### config.mk
export PLATFORM = sky130hd
export DESIGN_NAME = sram_arbiter_flat
export DESIGN_NICKNAME = d
export VERILOG_FILES = /design/src/rtl/sram_arbiter_if.sv /design/src/rtl/sram_arbiter.sv /design/src/flat_wrapper.sv
export SDC_FILE = /design/constraint.sdc
export NUM_CORES = 1
export LEC_CHECK = 0
export BUFFER_PORTS_ARGS = -buffer_cell sky130_fd_sc_hd__buf_4
export CORE_ASPECT_RATIO = 1.1
export CORE_MARGIN = 3
export CORE_UTILIZATION = 45
export CTS_BUF_LIST = sky130_fd_sc_hd__clkbuf_4
export DETAILED_ROUTE_END_ITERATION = 16
export HOLD_SLACK_MARGIN = 0.15
export PLACE_DENSITY_LB_ADDON = 0.1
export RECOVER_POWER = 25
export SLEW_MARGIN = 20
export SYNTH_ARGS = -nofsm -noshare
export SYNTH_HDL_FRONTEND = slang
export SYNTH_SLANG_ARGS = --single-unit
### constraint.sdc
create_clock -name clk -period 1.4 [get_ports clk]
set_input_delay 0.21 -clock clk [delete_from_list [all_inputs] [get_ports clk]]
set_output_delay 0.21 -clock clk [all_outputs]
set_load 0.01 [all_outputs]
### src/rtl/sram_arbiter_if.sv
// rtl/sram_arbiter_if.sv - requester/SRAM bus bundle for sram_arbiter
interface sram_arbiter_if #(
  parameter int ADDR_W = 12,
  parameter int DATA_W = 16
);
  logic              req0;
  logic              req1;
  logic [ADDR_W-1:0] addr0;
  logic [ADDR_W-1:0] addr1;
  logic              we0;
  logic              we1;
  logic [DATA_W-1:0] wdata0;
  logic [DATA_W-1:0] wdata1;
  logic              gnt0;
  logic              gnt1;
  logic              rvalid0;
  logic              rvalid1;
  logic [DATA_W-1:0] rdata;
  logic [ADDR_W-1:0] mem_addr;
  logic              mem_we;
  logic [DATA_W-1:0] mem_din;
  logic [DATA_W-1:0] mem_dout;

  // master: both requesters plus the SRAM itself; slave: the arbiter
  modport master (
    output req0, req1, addr0, addr1, we0, we1, wdata0, wdata1, mem_dout,
    input  gnt0, gnt1, rvalid0, rvalid1, rdata, mem_addr, mem_we, mem_din
  );
  modport slave (
    input  req0, req1, addr0, addr1, we0, we1, wdata0, wdata1, mem_dout,
    output gnt0, gnt1, rvalid0, rvalid1, rdata, mem_addr, mem_we, mem_din
  );
endinterface

### src/rtl/sram_arbiter.sv
// rtl/sram_arbiter.sv - two-master single-port SRAM arbiter; SRAM_ARB_RR_EN selects round-robin, else fixed priority
module sram_arbiter #(
  parameter int ADDR_W   = 12,
  parameter int DATA_W   = 16,
  parameter int READ_LAT = 1
) (
  input logic           clk,
  input logic           reset,
  sram_arbiter_if.slave bus
);

  logic                elig0;
  logic                elig1;
  logic                pick1;
  logic                out_v;
  logic [READ_LAT-1:0] rd_v;
  logic [READ_LAT-1:0] rd_p;
  logic [DATA_W-1:0]   rdata_q;

  // A port is never eligible in its own grant cycle, which rate-limits each master
  assign elig0 = bus.req0 & ~bus.gnt0;
  assign elig1 = bus.req1 & ~bus.gnt1;

`ifdef SRAM_ARB_RR_EN
  logic last1;

  always_comb begin
    pick1 = elig1 & (~elig0 | ~last1);
  end
`else
  always_comb begin
    pick1 = elig1 & ~elig0;
  end
`endif

  always_ff @(posedge clk) begin
    if (reset) begin
      bus.gnt0     <= 1'b0;
      bus.gnt1     <= 1'b0;
      bus.mem_we   <= 1'b0;
      bus.mem_addr <= '0;
      bus.mem_din  <= '0;
      rd_v         <= '0;
      rd_p         <= '0;
      rdata_q      <= '0;
`ifdef SRAM_ARB_RR_EN
      last1        <= 1'b1;
`endif
    end else begin
      bus.gnt0 <= elig0 & ~pick1;
      bus.gnt1 <= pick1;
      if (elig0 | elig1) begin
        bus.mem_we   <= pick1 ? bus.we1    : bus.we0;
        bus.mem_addr <= pick1 ? bus.addr1  : bus.addr0;
        bus.mem_din  <= pick1 ? bus.wdata1 : bus.wdata0;
`ifdef SRAM_ARB_RR_EN
        last1        <= pick1;
`endif
      end else begin
        bus.mem_we <= 1'b0;
      end
      // Tag the access currently on the bus; only reads produce a return slot
      rd_v[0] <= (bus.gnt0 | bus.gnt1) & ~bus.mem_we;
      rd_p[0] <= bus.gnt1;
      for (int i = READ_LAT - 1; i > 0; i--) begin
        rd_v[i] <= rd_v[i-1];
        rd_p[i] <= rd_p[i-1];
      end
      rdata_q <= bus.rdata;
    end
  end

  // Gating with reset discards a return that would otherwise exit during reset
  assign out_v       = rd_v[READ_LAT-1] & ~reset;
  assign bus.rvalid0 = out_v & ~rd_p[READ_LAT-1];
  assign bus.rvalid1 = out_v &  rd_p[READ_LAT-1];
  assign bus.rdata   = out_v ? bus.mem_dout : rdata_q;

endmodule

### src/flat_wrapper.sv
// flat-port wrapper written by rule: the top's interface ports become plain ports
module sram_arbiter_flat 
#(
  parameter int ADDR_W   = 12,
  parameter int DATA_W   = 16,
  parameter int READ_LAT = 1
)
  (clk, reset, bus_req0, bus_req1, bus_addr0, bus_addr1, bus_we0, bus_we1, bus_wdata0, bus_wdata1, bus_mem_dout, bus_gnt0, bus_gnt1, bus_rvalid0, bus_rvalid1, bus_rdata, bus_mem_addr, bus_mem_we, bus_mem_din);
  sram_arbiter_if #(.ADDR_W(ADDR_W), .DATA_W(DATA_W)) bus_i ();
  input logic clk;
  input logic reset;
  input wire logic [$bits(bus_i.req0)-1:0] bus_req0;
  input wire logic [$bits(bus_i.req1)-1:0] bus_req1;
  input wire logic [$bits(bus_i.addr0)-1:0] bus_addr0;
  input wire logic [$bits(bus_i.addr1)-1:0] bus_addr1;
  input wire logic [$bits(bus_i.we0)-1:0] bus_we0;
  input wire logic [$bits(bus_i.we1)-1:0] bus_we1;
  input wire logic [$bits(bus_i.wdata0)-1:0] bus_wdata0;
  input wire logic [$bits(bus_i.wdata1)-1:0] bus_wdata1;
  input wire logic [$bits(bus_i.mem_dout)-1:0] bus_mem_dout;
  output wire logic [$bits(bus_i.gnt0)-1:0] bus_gnt0;
  output wire logic [$bits(bus_i.gnt1)-1:0] bus_gnt1;
  output wire logic [$bits(bus_i.rvalid0)-1:0] bus_rvalid0;
  output wire logic [$bits(bus_i.rvalid1)-1:0] bus_rvalid1;
  output wire logic [$bits(bus_i.rdata)-1:0] bus_rdata;
  output wire logic [$bits(bus_i.mem_addr)-1:0] bus_mem_addr;
  output wire logic [$bits(bus_i.mem_we)-1:0] bus_mem_we;
  output wire logic [$bits(bus_i.mem_din)-1:0] bus_mem_din;
  assign bus_i.req0 = bus_req0;
  assign bus_i.req1 = bus_req1;
  assign bus_i.addr0 = bus_addr0;
  assign bus_i.addr1 = bus_addr1;
  assign bus_i.we0 = bus_we0;
  assign bus_i.we1 = bus_we1;
  assign bus_i.wdata0 = bus_wdata0;
  assign bus_i.wdata1 = bus_wdata1;
  assign bus_i.mem_dout = bus_mem_dout;
  assign bus_gnt0 = bus_i.gnt0;
  assign bus_gnt1 = bus_i.gnt1;
  assign bus_rvalid0 = bus_i.rvalid0;
  assign bus_rvalid1 = bus_i.rvalid1;
  assign bus_rdata = bus_i.rdata;
  assign bus_mem_addr = bus_i.mem_addr;
  assign bus_mem_we = bus_i.mem_we;
  assign bus_mem_din = bus_i.mem_din;
  sram_arbiter #(.ADDR_W(ADDR_W), .DATA_W(DATA_W), .READ_LAT(READ_LAT)) u_core (.clk(clk), .reset(reset), .bus(bus_i));
endmodule
* Yosys cells after proc, flatten, opt, wreduce, memory -nomap -nowiden
Index checks and enable logic that the tools add are counted.
** Operators by class
- Add/subtract/negate cells :: 0
- Multipliers :: 0
- Div/mod/pow operators :: 0
- Order comparisons :: 0
- Eq/ne operators :: 0
- Shift operators :: 0
- Muxes and demuxes :: 4
- Bitwise gates (word level) :: 18
- Reduce and logical (&&, ||, !) cells :: 1
** Operators by type and width (number)
- 16-bit 2-to-1 mux :: 2
- 12-bit 2-to-1 mux :: 1
- 1-bit bitwise AND :: 8
- 1-bit inverter :: 8
- 1-bit OR :: 2
- 2-bit OR reduction :: 1
- 1-bit 2-to-1 mux :: 1
** Storage, ports and cells
- Register bits :: 49
- Latch bits :: 0
- Memory bits (writable) :: 0
- Memory bits (read-only) :: 0
- Input port bits :: 78
- Output and inout bits :: 49
- Word-level logic and storage cells :: 31
- Memories :: 0

* Longest topological paths before layout
- Depth in word-level cells :: 6
- Depth in mapped cells :: 5
- Gate-level depth less buffers :: 3

* Worst setup path after synthesis
No wires, ideal clock.
- Path kind :: register to output
- Start :: register u_core.rd_v
- End :: output bus_rdata[10]
- Arrival time :: 1.080 ns
- Data required time :: 1.190 ns
- Slack :: 0.110 ns
- Stages on the path, launching flop included :: 6
- Buffers on the path :: 3
- Cell sequence :: dfxtp_1 > buf_6 > nand2b_2 > buf_6 > buf_6 > mux2_4
** On the way
- Longest elaborated chain between the ends :: 2
** RTL lines
- start, declared :: RTL line sram_arbiter.sv:16 : logic [READ_LAT-1:0] rd_v;
- start signal, assigned by index :: RTL line sram_arbiter.sv:66 : rd_v[i] <= rd_v[i-1];
- 1-bit bitwise AND :: RTL line sram_arbiter.sv:74 : assign out_v = rd_v[READ_LAT-1] & ~reset;
- 16-bit 2-to-1 mux :: RTL line sram_arbiter.sv:77 : assign bus.rdata = out_v ? bus.mem_dout : rdata_q;
- end, declared :: RTL line flat_wrapper.sv:25 : output wire logic [$bits(bus_i.rdata)-1:0] bus_rdata;
No other way between the ends.

* Worst setup path after layout
- Start :: register u_core.rd_v
- End :: output bus_rdata[3]
Same word-level chain as after synthesis.

==> reports/results.txt <==
The number of global-route vias before repair is 2658. The run gives 0.313 as the global router's overall resource usage. The path type of the worst min-delay path was primary input to register. For the pin with the worst max-slew slack, the measured transition is 0.282 ns. The period utilization is 1.17. For the worst setup path, the data required time is 1.19 ns.

The count of buffers inserted at the top-level ports was 126. Summed over all instances, the cell type with the most area after synthesis is sky130_fd_sc_hd__dfxtp_1. The detailed router used layers up to and including met4.

The cell-internal power was 0.00230 W; the placed wire-length estimate after detailed placement was 4100 um. The run gives -0.233 ns as the final worst setup slack. Using the TritonRoute via totals, the vias-per-cell ratio works out to 5.30. After synthesis, the largest family of logic cells by area is multiplexers.

The vertical die dimension works out to 78.1 um. The floorplan step defined a die boundary enclosing 5590 um^2. For the highest ir drop seen on vdd, the log shows 0.525 mV.

The path with the worst hold slack has its endpoint at u_core.bus.mem_we$_SDFF_PP0_. Synthesis handed over a netlist of 184 instances. Entering global routing, the biggest net connects 22 pins. In this run the number of H-tree levels came out at 2.

Clock-pin slew was measured on the worst setup and hold paths at 0.13 ns. Setup violations remaining at the end of the flow were counted as 18. Setup repair after global routing could not meet its margin everywhere. Proportion of synthesized area in mux cells: 0.306. Counting I/O delays and the setup requirement, the final critical path takes 1.63 ns. The final reports fail on negative setup slack. The run gives 2130 um^2 as the summed instance area of the synthesized netlist. Before antenna repair, the detailed router went through 4 iterations. After detailed routing, the number of remaining DRC violations is 0. The first global-routing pass estimated 13400 um of wire. The worst reg2reg path endpoint was u_core.bus.mem_din[4]$_SDFFE_PP0P_. The residual antenna-violating net count after detailed routing is 0.

Total count of hold-check failures in the final report: 0. The adder-cell share of the synthesized area is 0, and the proportion of synthesized flip-flops having asynchronous set or reset is 0. The area growth from synthesis to layout is 93.6%.

The master cell of the clock root buffer is sky130_fd_sc_hd__clkbuf_4. The relative contribution of combinational cells to total power came out at 0.311. The proportion of total power due to net switching was 0.273. Start-to-end type of the worst setup path: register to primary output.

For the vias after detailed routing, the log shows 2344. The count of standard-cell rows is 25. The tools report the final wirelength as 8530 um. Summed over all nets, wire length on met2 after detailed routing comes to 4600 um. Based on the critical path, the design can be clocked at up to 612 MHz. The tools report the clock network power share as 0.197. Global routing finished with a remaining overflow of 0. Of all nets on the critical path, the largest fanout is 5.

Across all register-to-register paths, the minimum setup slack is 0.11 ns. In the layout the commonest cells are sky130_fd_sc_hd__buf_4, sky130_fd_sc_hd__dlygate4sd3_1, sky130_fd_sc_hd__dfxtp_1. Buffer depth of the longest clock path: 2. The post-synthesis compound-gate area fraction is 0.118, and the net count after synthesis is 262.

Critical path endpoint category: a primary output. Summed over all nets, wire length on met3 after detailed routing comes to 542 um. For the worst-skew pair, the clock arrives at the later sink with an insertion delay of 0.37 ns. The distinct cell type count after synthesis came out at 18. Dividing the detail-routed wire length by the instance count gives 19.3 um.

The area share of the leading cell type in the synthesized netlist was 0.461; the tightest slew margin relative to the limit was 0.812. Yosys printed 0 warnings. The portion of total power attributed to sequential cells was 0.492. On the final layout, the worst hold slack is 0.286 ns. The flow ran to the end, but the final reports show violations. For the worst flop-to-flop path, the logic depth is 4. The logs give 67 for the violation count after the first detailed-route iteration and 127 for the number of top-level pins. The leading cell type in the layout, fill and taps excluded is sky130_fd_sc_hd__buf_4. For this run, the post-layout net count is 466.

TritonCTS built the clock tree. The worst setup path is launched from a register. Ranked by total cell area, the synthesized netlist is headed by sky130_fd_sc_hd__dfxtp_1, sky130_fd_sc_hd__mux2i_1, sky130_fd_sc_hd__o2bb2ai_1.

The synthesized design contains 0 enable-type register cells. For the number of buffers inserted during clock tree synthesis, the log shows 5. Simple-gate share of the synthesized area: 0.0624. After synthesis, the mean cell area works out to 11.6 um^2. Counting instances, the worst hold path has a depth of 3.

The logs give 0.000863 W for the switching power summed over all nets and 0 for the final number of max-transition violations. The congestion estimate from routability-driven global placement came to 0.735. With fillers left out, the area of the finished cells amounts to 4120 um^2. For the number of sinks handled by clock tree synthesis, the log shows 49. The run gives 0.482 as the effective utilization at floorplan. The share of final-layout standard cells stronger than drive strength 1 works out to 0.425.

The region available for standard cell placement spans 4410 um^2. The initial antenna violation count was 0. The run gives 3150 um^2 as the cell area reported after detailed placement.

For this design the ratio of total power to cell area is 768 nW/um^2. The tools report the source of the worst register-to-register timing path as u_core.bus.gnt1$_SDFF_PP0_. Post-synthesis xor/xnor area fraction: 0. The wire length the detailed router placed on met1 was 2970 um. The startpoint identified for the worst hold timing path is reset. The antenna diode count is 0.

The most frequently used flop master after synthesis was sky130_fd_sc_hd__dfxtp_1. The die outline width was 71.5 um; the part of the Yosys area used for sequential elements was 0.461. The run gives 1.42 ns as the endpoint arrival time on the critical path. The standby leakage power came out at 1.91 nW. For the count of max-cap constraint violations, the log shows 0.

On the final layout, the worst clock skew is 0.0104 ns. The synthesized design contains 49 register bits.
[worst max path at each step]
stage / startpoint / cells past startpoint / slack, ns / endpoint
2_1_floorplan: u_core.rd_v$_SDFF_PP0_ / 5 / 0.11 / bus_rdata[10]
3_3_place_gp: reset / 5 / 0.08 / bus_rdata[8]
3_5_place_dp: reset / 5 / 0.08 / bus_rdata[8]
4_1_cts: u_core.rd_v$_SDFF_PP0_ / 4 / -0.23 / bus_rdata[3]
5_1_grt: u_core.rd_v$_SDFF_PP0_ / 4 / -0.28 / bus_rdata[3]
6_report: u_core.rd_v$_SDFF_PP0_ / 4 / -0.23 / bus_rdata[3]
[critical path, cell delays in order (launching register included)]
cell and delay, ns:
sky130_fd_sc_hd__dfxtp_2 0.36, sky130_fd_sc_hd__nand2b_4 0.12, sky130_fd_sc_hd__buf_6 0.15, sky130_fd_sc_hd__mux2_4 0.32, sky130_fd_sc_hd__buf_6 0.12
[timing repair]
item / in CTS / in global routing
endpoints found under the setup margin: 18 / 18
pin swaps: 1 / 1
gates resized for setup: 31 / 5
hold buffers: 75 / 0
buffers inserted: 1 / 0
gates cloned: 1 / 0
endpoints found under the hold margin: 45 / 0
[synthesized netlist by cell type (all sizes together), types with 3 or more instances]
cell     instances
buf             13
clkbuf           3
dfxtp           49
mux2            16
mux2i           44
nand2b           3
nor2            20
nor2b            3
o2bb2ai         28
[area by class of cell]
| class | count | area, um^2 |
|---|---|---|
| multi-input combinational | 118 | 1090 |
| timing repair buffer | 213 | 1920 |
| fill | 141 | 295 |
| clock inverter | 1 | 3.75 |
| inverter | 1 | 3.75 |
| sequential | 49 | 982 |
| tap | 54 | 67.6 |
| clock buffer | 6 | 45.0 |
[flip-flops by register name, summed over array words and instances (netlist names)]
signal	flops
u_core.bus.mem_addr	12
u_core.bus.mem_din	16
u_core.rd_p	1
u_core.bus.gnt0	1
u_core.bus.gnt1	1
u_core.rd_v	1
u_core.rdata_q	16
u_core.bus.mem_we	1
[power groups by stage]
stage	clock network (W)	logic [W]	registers, W
2_1_floorplan	0	0.000302	0.00160
3_3_place_gp	0	0.000705	0.00157
3_5_place_dp	0	0.000721	0.00157
4_1_cts	0.000643	0.000933	0.00154
5_1_grt	0.000688	0.00104	0.00157
6_report	0.000622	0.000984	0.00156
[layer usage]
metal / global-route usage / vias up
met4: 0.182 / 0
met3: 0.0832 / 38
met1: 0.307 / 1103
met2: 0.576 / 130
met5: 0 / -
li1: - / 1073
[stage by stage]
step	util	std cells	setup WS [ns]	setup TNS, ns	total power (W)
global placement	0.715	358	0.0806	0	0.00227
global route	0.933	442	-0.283	-4.58	0.00330
finish	0.933	442	-0.233	-3.65	0.00316
detailed placement	0.715	358	0.0785	0	0.00229
CTS	0.929	442	-0.228	-3.77	0.00312
floorplan	-	184	0.110	0	0.00190
[cells by family (layout without fill, tap and decap cells)]
group,Yosys count,in the layout
mux,60,60
flops,49,49
compound gates,29,29
simple gates,29,29
buf+inv,17,221
No activity file was read; power rests on OpenSTA's default activity.
